==> config.mk <==
export PLATFORM = sky130hd
export DESIGN_NAME = mux_scan_n
export DESIGN_NICKNAME = d
export VERILOG_FILES = /design/src/rtl/mux_scan_n.sv
export SDC_FILE = /design/constraint.sdc
export NUM_CORES = 1
export LEC_CHECK = 0
export BUFFER_PORTS_ARGS = -buffer_cell sky130_fd_sc_hd__buf_4
export CAP_MARGIN = 10
export CELL_PAD_IN_SITES_DETAIL_PLACEMENT = 1
export CELL_PAD_IN_SITES_GLOBAL_PLACEMENT = 1
export CORE_UTILIZATION = 37
export CTS_BUF_LIST = sky130_fd_sc_hd__clkbuf_8
export CTS_CLUSTER_SIZE = 24
export DETAILED_ROUTE_END_ITERATION = 10
export PLACE_DENSITY = 0.81
export SYNTH_ARGS = -nofsm -noshare
export SYNTH_HDL_FRONTEND = slang
export SYNTH_SLANG_ARGS = --single-unit
==> constraint.sdc <==
create_clock -name clk -period 3.5 [get_ports clk]
set_input_delay 0.35 -clock clk [delete_from_list [all_inputs] [get_ports clk]]
set_output_delay 0.35 -clock clk [all_outputs]
set_load 0.005 [all_outputs]
==> src/rtl/mux_scan_n.sv <==
// N-channel registered multiplexer with valid/ready handshakes, manual or round-robin scan selection.
// Optional stall counter port stall_cnt is enabled by defining MUX_STALL_CNT_EN.
module mux_scan_n #(
  parameter int WIDTH = 8,
  parameter int NCH   = 4,
  parameter int SELW  = $clog2(NCH)
) (
  input  logic                  clk,
  input  logic                  reset_n,
  input  logic                  mode,
  input  logic [SELW-1:0]       sel,
  input  logic [NCH*WIDTH-1:0]  in_data,
  input  logic [NCH-1:0]        in_valid,
  output logic [NCH-1:0]        in_ready,
  output logic [WIDTH-1:0]      out_data,
  output logic [SELW-1:0]       out_ch,
  output logic                  out_valid,
  input  logic                  out_ready
`ifdef MUX_STALL_CNT_EN
  ,
  output logic [15:0]           stall_cnt
`endif
);

  localparam logic [NCH-1:0] ONE_HOT0 = NCH'(1);

  logic [SELW-1:0]  r_ptr;
  logic [WIDTH-1:0] r_out_data;
  logic [SELW-1:0]  r_out_ch;
  logic             r_out_valid;

  logic             w_load;
  logic             w_scan_hit;
  logic [SELW-1:0]  w_scan_idx;
  logic [31:0]      w_pos;
  logic             w_pos_valid;
  logic             w_sel_valid;
  logic [SELW-1:0]  w_cand;
  logic             w_has;
  logic             w_accept;
  logic [WIDTH-1:0] w_cand_data;
  logic [SELW-1:0]  w_ptr_next;

  // Round-robin search: first requesting channel starting at r_ptr, wrapping past NCH-1.
  always_comb begin
    w_scan_hit  = 1'b0;
    w_scan_idx  = {SELW{1'b0}};
    w_pos       = 32'd0;
    w_pos_valid = 1'b0;
    for (int i = 0; i < NCH; i++) begin
      w_pos = 32'(r_ptr) + 32'(i);
      if (w_pos >= 32'(NCH)) begin
        w_pos = w_pos - 32'(NCH);
      end else begin
        w_pos = w_pos;
      end
      w_pos_valid = 1'(in_valid >> w_pos);
      if (!w_scan_hit && w_pos_valid) begin
        w_scan_hit = 1'b1;
        w_scan_idx = w_pos[SELW-1:0];
      end else begin
        w_scan_hit = w_scan_hit;
      end
    end
  end

  assign w_sel_valid = (32'(sel) < 32'(NCH)) && 1'(in_valid >> sel);

  // Candidate channel for the current cycle depending on selection mode.
  always_comb begin
    w_cand = {SELW{1'b0}};
    w_has  = 1'b0;
    case (mode)
      1'b0: begin
        w_cand = sel;
        w_has  = w_sel_valid;
      end
      1'b1: begin
        w_cand = w_scan_idx;
        w_has  = w_scan_hit;
      end
      default: begin
        w_cand = {SELW{1'b0}};
        w_has  = 1'b0;
      end
    endcase
  end

  assign w_load      = !r_out_valid || out_ready;
  assign w_accept    = reset_n && w_load && w_has;
  assign w_cand_data = WIDTH'(in_data >> (32'(w_cand) * 32'(WIDTH)));
  assign w_ptr_next  = (32'(w_cand) == 32'(NCH - 1)) ? {SELW{1'b0}} : (w_cand + SELW'(1));
  assign in_ready    = w_accept ? (ONE_HOT0 << w_cand) : {NCH{1'b0}};

  // Output word register and scan pointer.
  always_ff @(posedge clk or negedge reset_n) begin
    if (!reset_n) begin
      r_out_data  <= {WIDTH{1'b0}};
      r_out_ch    <= {SELW{1'b0}};
      r_out_valid <= 1'b0;
      r_ptr       <= {SELW{1'b0}};
    end else if (w_accept) begin
      r_out_data  <= w_cand_data;
      r_out_ch    <= w_cand;
      r_out_valid <= 1'b1;
      if (mode) begin
        r_ptr <= w_ptr_next;
      end
    end else if (out_ready) begin
      r_out_valid <= 1'b0;
    end
  end

  assign out_data  = r_out_data;
  assign out_ch    = r_out_ch;
  assign out_valid = r_out_valid;

`ifdef MUX_STALL_CNT_EN
  logic [15:0] r_stall_cnt;

  // Saturating count of cycles where a held word is refused by the consumer.
  always_ff @(posedge clk or negedge reset_n) begin
    if (!reset_n) begin
      r_stall_cnt <= 16'h0000;
    end else if (r_out_valid && !out_ready && (r_stall_cnt != 16'hFFFF)) begin
      r_stall_cnt <= r_stall_cnt + 16'h0001;
    end
  end

  assign stall_cnt = r_stall_cnt;
`endif

endmodule

# Word-level counts from Yosys, hierarchy flattened
# Cells that the tools add are included.
# word_totals
register_bits,13
inputBits,42
word_cells,55
# classes
n_addsub,8
magnitude_cmp,4
n_eq_ne,1
shifts,7
muxes,18
n_bitwise,1
reduce_logical,12
# op_table
op,count
2-to-1 mux 32 bit,4
right shift 4 x 32 -> 1 bit,4
right shift 32 x 5 -> 8 bit,1
subtractor 3 x 3 -> 4 bit (second input constant),3
2-to-1 mux 2 bit,5
>= comparator 3 bit (second input constant),3
adder 2 x 2 -> 3 bit (second input constant),2
2-to-1 mux 1 bit,6
logical AND 1 bit,5
logical NOT 1 bit,4
2-to-1 mux 4 bit,1
case mux 2 bit (2 select lines),1
left shift 1 x 2 -> 4 bit (first input constant),1
right shift 4 x 2 -> 1 bit,1
subtractor 2 x 3 -> 4 bit (second input constant),1
adder 2 x 1 -> 3 bit (second input constant),1
>= comparator 2 x 3 -> 1 bit (second input constant),1
adder 2 x 1 -> 2 bit (second input constant),1
== test 2 bit (second input constant),1
case mux 1 bit (2 select lines),1
AND reduction 2 bit,1
nonzero test 2 bit,1
logical OR 1 bit,1
inverter 1 bit,1

# Longest topological paths before layout
# Gate-level depths: netlist of run 1.
# logic_depth
word_depth,16
mapped_depth,13

# Least setup slack after synthesis of run 1
# OpenSTA, ideal clock, no wires.
# synth_timing
path_type,reg2out
from,register r_ptr[0]
to,output port in_ready[3]
arrival_time_ns,2.847
setup_slack_ns,0.303
path_stages_with_launch,14
n_path_buf,2
path_cell_list,dfrtp_1 buf_2 inv_1 ha_1 mux4_2 or4_1 o31ai_1 o31a_1 buf_6 nor2_2 inv_2 ha_1 inv_1 nor2_1
# synth_between
elab_chain_len,16
# synth_rtl
item,line,rtl
start: declaration,27,logic [SELW-1:0] r_ptr;
start signal: assignment,101,r_ptr <= {SELW{1'b0}};
start signal: assignment,107,r_ptr <= w_ptr_next;
branches (longest 12 deep; another with subtractor 3 x 3 -> 4 bit),--,
2-to-1 mux 2 bit *,58,if (!w_scan_hit && w_pos_valid) begin
case mux 2 bit (2 select lines) *,73,case (mode)
named net w_cand[1],38,logic [SELW-1:0] w_cand;
left shift 1 x 2 -> 4 bit *,93,assign in_ready = w_accept ? (ONE_HOT0 << w_cand) : {NCH{1'b0}};
2-to-1 mux 4 bit *,93,
end: declaration,14,"output logic [NCH-1:0] in_ready,"
# Mark *: on every way through the listed nets, which the timed path passes.

# Worst setup path after layout of run 1
# layout_timing
from,register r_ptr[1]
to,output port in_ready[2]
# The elaborated chain is that of the path after synthesis.

==> summary.txt, run 1 <==
STA
  – Fmax achieved: 291 MHz
  – Worst-Margin Slew: 1030 ps
  – Period utilization: 98.1%
  – Hold WS: 378 ps
  – Final setup viols: 0
  – Max-slew headroom: 30.9%
  – Fin. Hold Viols: 0
  – Fin crit period: 3430 ps
  – Slew Viols, Final: 0
  – Worst Setup Slack, final: 68.0 ps
  – Worst Skew: 4.53 ps

Yosys
  – Synth unique cells: 40
  – Syn nets: 225
  – Post-synthesis register bit count: 13
  – Synth Area per Inst: 8.67 um^2
  – Compound-Gate Fraction of Synth Area: 33.2%
  – Synth area leader: dfrtp_1
  – EDFF count, synth: 0
  – Main combinational cell family by area after synthesis: compound AO/OA/AOI/OAI gates
  – Commonest cells in the netlist: nand2_1, o221a_2, dfrtp_1
  – Post-synthesis mux area share: 9.27%
  – Top-count cell post-synth: nand2_1
  – Post-Synth Simple-Gate Area: 21.7%
  – Top cell type's share of synthesized area: 21.3%
  – Async set-reset flop share out of synthesis: 100%
  – Synth Instances: 176
  – Number of warning messages in the yosys log: 0
  – Synth Area in Adders: 5.74%
  – Post-Synth XOR/XNOR Area: 0.574%
  – Seq/Total Area, Yosys: 21.3%
  – Ys flop type: dfrtp_1
  – Top cells by area, synth: dfrtp_1, o221a_2, nand2_1
  – Post-synthesis instance area: 1530 um^2

Finish
  – Post-route cell area: 2040 um^2
  – Post-Route Utilization: 53.7%
  – Final net count: 277
  – N_diodes: 0
  – Area Growth Syn to Fin: 33.7%
  – Layout cells sized above 1: 46.3%

Critical path
  – Setup crit start: r_ptr[1]
  – Startpoint Class: register
  – Crit. End Element: primary output
  – CP Class: register to primary output
  – Reg2reg start: r_ptr[1]
  – CP arrival: 3080 ps
  – Critical Path RT: 3150 ps
  – Worst-path fanout max: 5

Clock network
  – CTS buffer count: 3
  – Clock Latency Late Sink: 240 ps
  – CTS tree: yes
  – Reg clk slew, reported paths: 60 ps
  – Htree depth: 1
  – Clock Tree Buf Depth: 2
  – Clock sink count: 13
  – Root Driver: clkbuf_8

Floorplanning
  – Core area: 3800 um^2
  – Die Width: 66.2 um
  – DIE AREA: 4380 um^2
  – Die H: 66.2 um
  – Top Ports: 57
  – Initial Utilization: 40.2%
  – Num rows: 22

Global route
  – Initial antenna violation count: 0
  – Largest net degree at the start of global routing: 25
  – GR Overflow Total: 0
  – GRT Total Usage: 23.7%
  – Global-route wire length before repair: 7960 um
  – Vias in the first global route: 1654

Power and ir drop
  – Peak supply drop: 0.000392 V
  – Pleak: 0.900 nW
  – Power consumption: 0.00160 W
  – PwrDens: 784 nW/um^2

Detailed routing
  – Via-to-Cell Ratio: 5.88
  – Antenna Nets Post-Route: 0
  – DR iter-0 viols: 86
  – Vias: 1618
  – Detailed Routing Iterations Pass 1: 4
  – Wire length per cell: 18.0 um
  – Total routed wirelength: 4940 um
  – Residual DRC: 0

Flow run
  – Max-Cap Viols: 0

Worst hold path
  – HP Start: out_ready
  – Min-Delay Path Class: input port to register

Place
  – DP HPWL: 3920 um
  – Port buffer count: 56
  – Placer Congestion: 0.856
  – Dpl cell area: 1970 um^2
  – Worst slack, placed: 329 ps

Run status
  – Outcome: completed
[cells by family (layout without fill, tap and decap cells)]
kind of cell	Yosys count	count (layout)
muxes	10	10
adders and majority gates	7	7
and+or+nand+nor	59	59
AOI/OAI and AO/OA	59	59
buffers and inverters	27	78
xor gates and xnor gates	1	1
DFF	13	13
[critical path: stages (launching register included)]
cell	delay (ps)
dfrtp_1	370
inv_2	80
ha_4	290
mux4_2	540
or4_1	550
o31ai_2	110
o31a_1	270
nor2_2	90
inv_2	100
ha_1	140
inv_1	40
nor2_1	130
buf_4	130
[final timing paths]
kind	to	slack, ps	cells after the start
hold / removal	out_valid	380	3
min in group asynchronous	out_valid	490	2
max in group asynchronous	out_data[6]	2840	2
setup reg to reg	r_ptr[1]	610	11
hold reg to reg	out_data[4]	480	2
setup / recovery	in_ready[2]	70	12
[placed cells by master (no fill, tap or decap), types with 2 or more instances in the layout]
| cell type | instances |
|---|---|
| nand2b_1 | 2 |
| nand2_1 | 31 |
| inv_1 | 8 |
| a221oi_1 | 8 |
| o22ai_2 | 2 |
| a21oi_1 | 4 |
| buf_4 | 62 |
| dfrtp_1 | 13 |
| mux2i_1 | 4 |
| mux4_2 | 3 |
| nor3b_1 | 2 |
| o31ai_2 | 2 |
| nor2b_1 | 3 |
| mux2_2 | 2 |
| clkbuf_8 | 3 |
| ha_1 | 6 |
| o31ai_1 | 8 |
| o22ai_1 | 8 |
| nor2_1 | 7 |
| o221a_2 | 16 |
| inv_2 | 4 |
| o21ai_1 | 2 |
| or2_1 | 2 |
| o21ai_0 | 3 |
| nor4_2 | 8 |
[registers in the layout, summed over array words and instances, names as in the netlist]
signal and flops:
out_data 8, out_ch 2, r_ptr 2, out_valid 1
[area by class of cell]
class	instances	area, um^2
Sequential cell	13	325
Multi-Input combinational cell	136	1090
Timing Repair Buffer	63	475
Inverter	11	41.3
Clock buffer	3	41.3
Tap cell	48	60.1
Fill cell	469	1760
Clock inverter	1	3.75
[power by group]
group	switching, W	internal, W	total (W)	leakage, nW
registers	0.0000428	0.000222	0.000265	0.159
clock network	0.0000539	0.0000774	0.000131	0.0269
logic	0.000681	0.000522	0.00120	0.713
total	0.000778	0.000821	0.00160	0.900
[per-layer routing]
metal	GRT usage (%)	up-vias	part of all wire [%]
met3	2.07	6	2.8
met1	30.4	783	45
met5	0	-	0
met2	42.2	50	51
met4	6.12	0	0.73
li1	-	779	-
[repair_timing]
action | 4_1_cts | 5_1_grt
hold endpoints to repair | 13 | 0
endpoints found under the setup margin | 0 | 4
buffers inserted | 0 | 0
hold buffers | 1 | 0
resized for setup | 0 | 4
[through the flow]
step / TNS [ps] / instances
floorplan: 0 / 176
global placement: 0 / 270
global route: -74.4 / 275
CTS: 0 / 275
detailed placement: 0 / 270
finish: 0 / 275
Power figures use the tool's default switching activity.
==> run 2, diff against run 1 <==
PLACE_DENSITY = 0.88   (was 0.81)
==> summary.txt, run 2 (synthesized netlist as in run 1, its figures left out) <==
STA
  – Setup Total Neg Slack: 0 ps (unchanged)
  – Final setup viols: 0 (unchanged)
  – Worst Skew: 5.35 ps (+0.820 ps)
  – Slew Viols, Final: 0 (unchanged)
  – Max-slew headroom: 33.9% (+2.9 points)
  – Fin. Hold Viols: 0 (unchanged)
  – Fmax achieved: 299 MHz (+2.8%)
  – Period utilization: 95.4% (-2.7 points)
  – Fin crit period: 3340 ps (-93.0 ps)
  – Worst-Margin Slew: 990 ps (-43.8 ps)

Detailed routing
  – WL met1: 2080 um (-7.0%)
  – Total routed wirelength: 4400 um (-11%)
  – Residual DRC: 0 (unchanged)
  – Detailed Routing Iterations Pass 1: 4 (unchanged)
  – Wire length per cell: 15.9 um (-11%)
  – Top Metal Used: met4
  – Vias: 1570 (-3.0%)
  – Via-to-Cell Ratio: 5.69 (-3.3%)
  – Antenna Nets Post-Route: 0 (unchanged)
  – Met3 WL post-DR: 150 um (+8.7%)
  – DR iter-0 viols: 108 (+26%)
  – Routed length on met2: 2100 um (-17%)

Finish
  – Final net count: 278 (+0.36%)
  – Commonest non-fill, non-tap cell in the layout: buf_4
  – Commonest non-fill, non-tap cells in the layout: buf_4, nand2_1, o221a_2
  – Post-Route Utilization: 53.9% (+0.20 points)
  – Max FFs per register: 8 (unchanged)
  – Layout cells sized above 1: 45.6% (-0.64 points)
  – N_diodes: 0 (unchanged)
  – Fin cells: 276 (+0.36%)
  – Area Growth Syn to Fin: 34.2%

Power and ir drop
  – PwrDens: 770 nW/um^2 (-1.8%)
  – P_int: 0.000827 W (+0.69%)
  – Pleak: 0.905 nW (+0.63%)
  – Peak supply drop: 0.000248 V (-37%)
  – Comb power frac: 75.2% (about the same)
  – Clock Power Share: 8.3% (about the same)
  – Switching power: 0.000749 W (-3.7%)
  – Sw Ratio: 47.5% (-1.1 points)
  – Power consumption: 0.00158 W (-1.5%)
  – Flop pwr share: 16.5% (about the same)

Worst hold path
  – HP Start: out_ready
  – Min-Delay Path Class: input port to register
  – Hold endpoint: out_valid
  – Hold depth: 3 (unchanged)

Clock network
  – CTS tree: yes
  – Clock Latency Late Sink: 250 ps (about the same)
  – Root Driver: clkbuf_8
  – Htree depth: 1 (unchanged)
  – Clock sink count: 13 (unchanged)
  – Clock Tree Buf Depth: 2 (unchanged)
  – CTS buffer count: 3 (unchanged)
  – Reg clk slew, reported paths: 60 ps (about the same)

Critical path
  – Worst-path fanout max: 5 (unchanged)
  – Crit. End Element: primary output
  – CP arrival: 2990 ps (-90 ps)
  – R2r setup slk: 530 ps (-80 ps)
  – Critical Path RT: 3150 ps (about the same)
  – R2r worst-path depth: 10 (-1)
  – Setup crit start: r_ptr[1]
  – Worst r2r dst: out_data[3]
  – Reg2reg start: r_ptr[1]
  – CP Class: register to primary output
  – Startpoint Class: register

Global route
  – Largest net degree at the start of global routing: 25 (unchanged)
  – Initial antenna violation count: 0 (unchanged)
  – Vias in the first global route: 1464 (-11%)
  – GR Overflow Total: 0 (unchanged)
  – GRT Total Usage: 21.2% (-2.5 points)
  – Global-route wire length before repair: 7070 um (-11%)

Floorplanning
  – Num rows: 22 (unchanged)
  – Core area: 3800 um^2 (unchanged)
  – Die Width: 66.2 um (unchanged)
  – Top Ports: 57 (unchanged)
  – DIE AREA: 4380 um^2 (unchanged)
  – Die H: 66.2 um (unchanged)
  – Initial Utilization: 40.2% (unchanged)

Run status
  – Outcome: completed

Place
  – Placer Congestion: 0.905 (+5.7%)
  – DP HPWL: 3510 um (-11%)
  – Placed insts: 270 (unchanged)
  – Port buffer count: 56 (unchanged)

Flow run
  – Max-Cap Viols: 0 (unchanged)
## run 2: changes by cell type in the layout (fill, tap and decap cells not counted), sizes merged
cell and change:
buf +1
## run 2: area by class of cell
class | instances | area, um^2
multi-input combinational | 136 | 1090
clock inverter | 1 | 3.75
clock buffer | 3 | 41.3
inverter | 11 | 41.3
timing repair buffer | 64 | 483
sequential | 13 | 325
fill | 473 | 1750
tap | 48 | 60.1
## run 2: repair_timing
action	CTS	global route
hold buffers	1	0
setup buffers	0	1
endpoints found under the hold margin	13	0
setup endpoints to repair	0	4
resized for setup	0	3
## run 2: metal layers
layer,GRT usage (%),vias to the layer above
li1,-,784
met1,28.2,735
met2,35.3,46
met3,1.72,5
met4,7.98,0
met5,0,-
## run 2: power groups by stage
stage	Sequential (W)	Clock (W)	Combinational, W
final	0.000260	0.000131	0.00118
after CTS	0.000261	0.000134	0.00115
after global placement	0.000258	0	0.00110
after floorplan	0.000266	0	0.000827
after detailed placement	0.000264	0	0.00114
after global routing	0.000271	0.000141	0.00131
## run 2: worst max-delay path by stage
stage | to | slack [ps] | depth (start not counted)
detailed placement | in_ready[1] | 300 | 11
global route | in_ready[2] | -1 | 12
finish | in_ready[2] | 160 | 12
global placement | in_ready[3] | 490 | 12
CTS | in_ready[1] | 30 | 11
floorplan | in_ready[3] | 300 | 13
## run 2: per-stage QoR
| step | hold WS, ps | cell area (um^2) | setup slack [ps] |
|---|---|---|---|
| 6_report | 396 | 2050 | 161 |
| 5_1_grt | 429 | 2050 | -1.46 |
| 4_1_cts | 404 | 2020 | 27.0 |
| 3_5_place_dp | 204 | 1970 | 305 |
| 3_3_place_gp | 203 | 1970 | 487 |
| 2_1_floorplan | 54.4 | 1530 | 303 |
## run 2: critical path, stage by stage, from the launching register on
cell and delay, ps:
dfrtp_1 370, inv_2 80, ha_4 290, mux4_2 540, or4_1 520, o31ai_1 120
o31a_1 250, nor2_4 60, inv_2 100, ha_1 150, inv_1 50, nor2_1 90
buf_4 110
==> run 3, diff against run 2 <==
==> constraint.sdc (replaced) <==
create_clock -name clk -period 3.5 [get_ports clk]
set_input_delay 0.35 -clock clk [delete_from_list [all_inputs] [get_ports clk]]
set_output_delay 0.35 -clock clk [all_outputs]
set_load 0.01 [all_outputs]
==> summary.txt, run 3 (synthesized netlist as in run 1, its figures left out) <==
Detailed routing
  – Wire length per cell: 16.5 um (+3.6%)
  – Vias: 1555 (-0.96%)
  – Residual DRC: 0 (unchanged)
  – Via-to-Cell Ratio: 5.63 (-0.96%)
  – DR iter-0 viols: 51 (-53%)
  – Antenna Nets Post-Route: 0 (unchanged)
  – Total routed wirelength: 4550 um (+3.6%)
  – Detailed Routing Iterations Pass 1: 4 (unchanged)

Clock network
  – CTS buffer count: 3 (unchanged)
  – Htree depth: 1 (unchanged)
  – Clock Tree Buf Depth: 2 (unchanged)
  – Reg clk slew, reported paths: 60 ps (about the same)
  – CTS tree: yes
  – Root Driver: clkbuf_8
  – Clock sink count: 13 (unchanged)
  – Clock Latency Late Sink: 250 ps (about the same)

Floorplanning
  – Die H: 66.2 um (unchanged)
  – Core area: 3800 um^2 (unchanged)
  – Num rows: 22 (unchanged)
  – Initial Utilization: 40.2% (unchanged)
  – Die Width: 66.2 um (unchanged)
  – Top Ports: 57 (unchanged)
  – DIE AREA: 4380 um^2 (unchanged)

Power and ir drop
  – PwrDens: 792 nW/um^2 (+2.8%)
  – Peak supply drop: 0.000277 V (+12%)
  – Power consumption: 0.00162 W (+2.8%)
  – Pleak: 0.905 nW (unchanged)

STA
  – Worst-Margin Slew: 977 ps (-12.5 ps)
  – Slew Viols, Final: 0 (unchanged)
  – Hold WS: 388 ps (-8.61 ps)
  – Worst Skew: 4.24 ps (-1.11 ps)
  – Fmax achieved: 296 MHz (-1.2%)
  – Max-slew headroom: 34.7% (+0.84 points)
  – Final setup viols: 0 (unchanged)
  – Fin crit period: 3380 ps (+41.9 ps)
  – Period utilization: 96.6% (+1.2 points)
  – Fin. Hold Viols: 0 (unchanged)

Critical path
  – Startpoint Class: register
  – CP arrival: 3030 ps (+40 ps)
  – CP Class: register to primary output
  – Worst-path fanout max: 5 (unchanged)
  – Crit. End Element: primary output
  – Critical Path RT: 3150 ps (about the same)

Run status
  – Outcome: completed

Finish
  – Commonest non-fill, non-tap cells in the layout: buf_4, nand2_1, o221a_2
  – Area Growth Syn to Fin: 34.2% (unchanged)
  – Register area: 325 um^2 (unchanged)
  – Fillcell total: 452 (-4.4%)
  – Post-route cell area: 2050 um^2 (unchanged)
  – N_diodes: 0 (unchanged)
  – Layout cells sized above 1: 45.6% (unchanged)
  – Area of the multi-input gates: 1090 um^2 (unchanged)
  – Fin cells: 276 (unchanged)
  – Max FFs per register: 8 (unchanged)
  – Commonest non-fill, non-tap cell in the layout: buf_4
  – Final net count: 278 (unchanged)

Place
  – Port buffer count: 56 (unchanged)
  – Placed insts: 270 (unchanged)
  – DP HPWL: 3520 um (+0.32%)
  – Dpl cell area: 1970 um^2 (unchanged)
  – Placer Congestion: 0.907 (+0.17%)

Worst hold path
  – Min-Delay Path Class: input port to register

Flow run
  – Max-Cap Viols: 0 (unchanged)

Global route
  – Vias in the first global route: 1519 (+3.8%)
  – GR Overflow Total: 0 (unchanged)
  – Global-route wire length before repair: 7220 um (+2.3%)
  – Grt met2 use: 36.9% (+1.5 points)
  – Global-route track usage on met1: 28.4% (+0.21 points)
  – Met3 usage: 1.72% (unchanged)
  – GRT Total Usage: 21.9% (+0.65 points)
  – Busiest grt layer: met2
  – Initial antenna violation count: 0 (unchanged)
  – Largest net degree at the start of global routing: 25 (unchanged)
[run 3: cell counts in the layout (fill, tap and decap cells not counted)]
Identical to the previous run, type by type.
[run 3: worst max-delay path: stages, from the launching register on]
cell	delay (ps)
dfrtp_1	370
inv_2	90
ha_4	290
mux4_2	540
or4_1	520
o31ai_1	130
o31a_1	280
nor2_4	70
inv_2	90
ha_1	130
inv_1	40
nor2_1	90
buf_4	120
[run 3: final cells by class]
type | instances | share of cell area, %
multi-input cells | 136 | 53.4
repair buffers | 64 | 23.6
flip-flops and latches | 13 | 15.9
well taps | 48 | 2.93
clock buffers | 3 | 2.02
inverters | 11 | 2.02
clock inverters | 1 | 0.183
[run 3: report_power, final]
| group | total [W] | switching (W) | leakage [nW] | internal, W |
|---|---|---|---|---|
| combinational | 0.00123 | 0.000696 | 0.719 | 0.000530 |
| sequential | 0.000261 | 0.0000387 | 0.159 | 0.000222 |
| clock | 0.000134 | 0.0000560 | 0.0269 | 0.0000776 |
| total | 0.00162 | 0.000791 | 0.905 | 0.000830 |
[run 3: routing by layer]
layer / vias up / part of all wire [%]
met5: - / 0
met4: 0 / 1.4
met3: 5 / 2.7
met2: 38 / 47
met1: 729 / 49
li1: 783 / -
[run 3: final timing paths]
path | cells past startpoint | to | slack (ps) | start
min in group asynchronous | 2 | out_valid | 480 | reset_n
worst min register to register | 2 | out_data[5] | 480 | out_data[5]
worst min-delay path | 3 | out_valid | 390 | out_ready
max in group asynchronous | 2 | out_data[6] | 2850 | reset_n
worst max-delay path | 12 | in_ready[2] | 120 | r_ptr[1]
worst max register to register | 10 | out_data[6] | 520 | r_ptr[1]
[run 3: repair_timing]
action	4_1_cts	5_1_grt
resized for setup	0	3
hold buffers	1	0
buffers inserted	0	1
endpoints found under the hold margin	13	0
setup endpoints to repair	0	4
[run 3: metrics by stage]
step	util, %	TNS [ps]	worst slack, ps
after floorplan	-	0	242
after global placement	51.8	0	477
after detailed placement	51.8	0	338
after CTS	53.2	0	34.0
after global routing	53.9	-17.3	-17.3
final	53.9	0	119
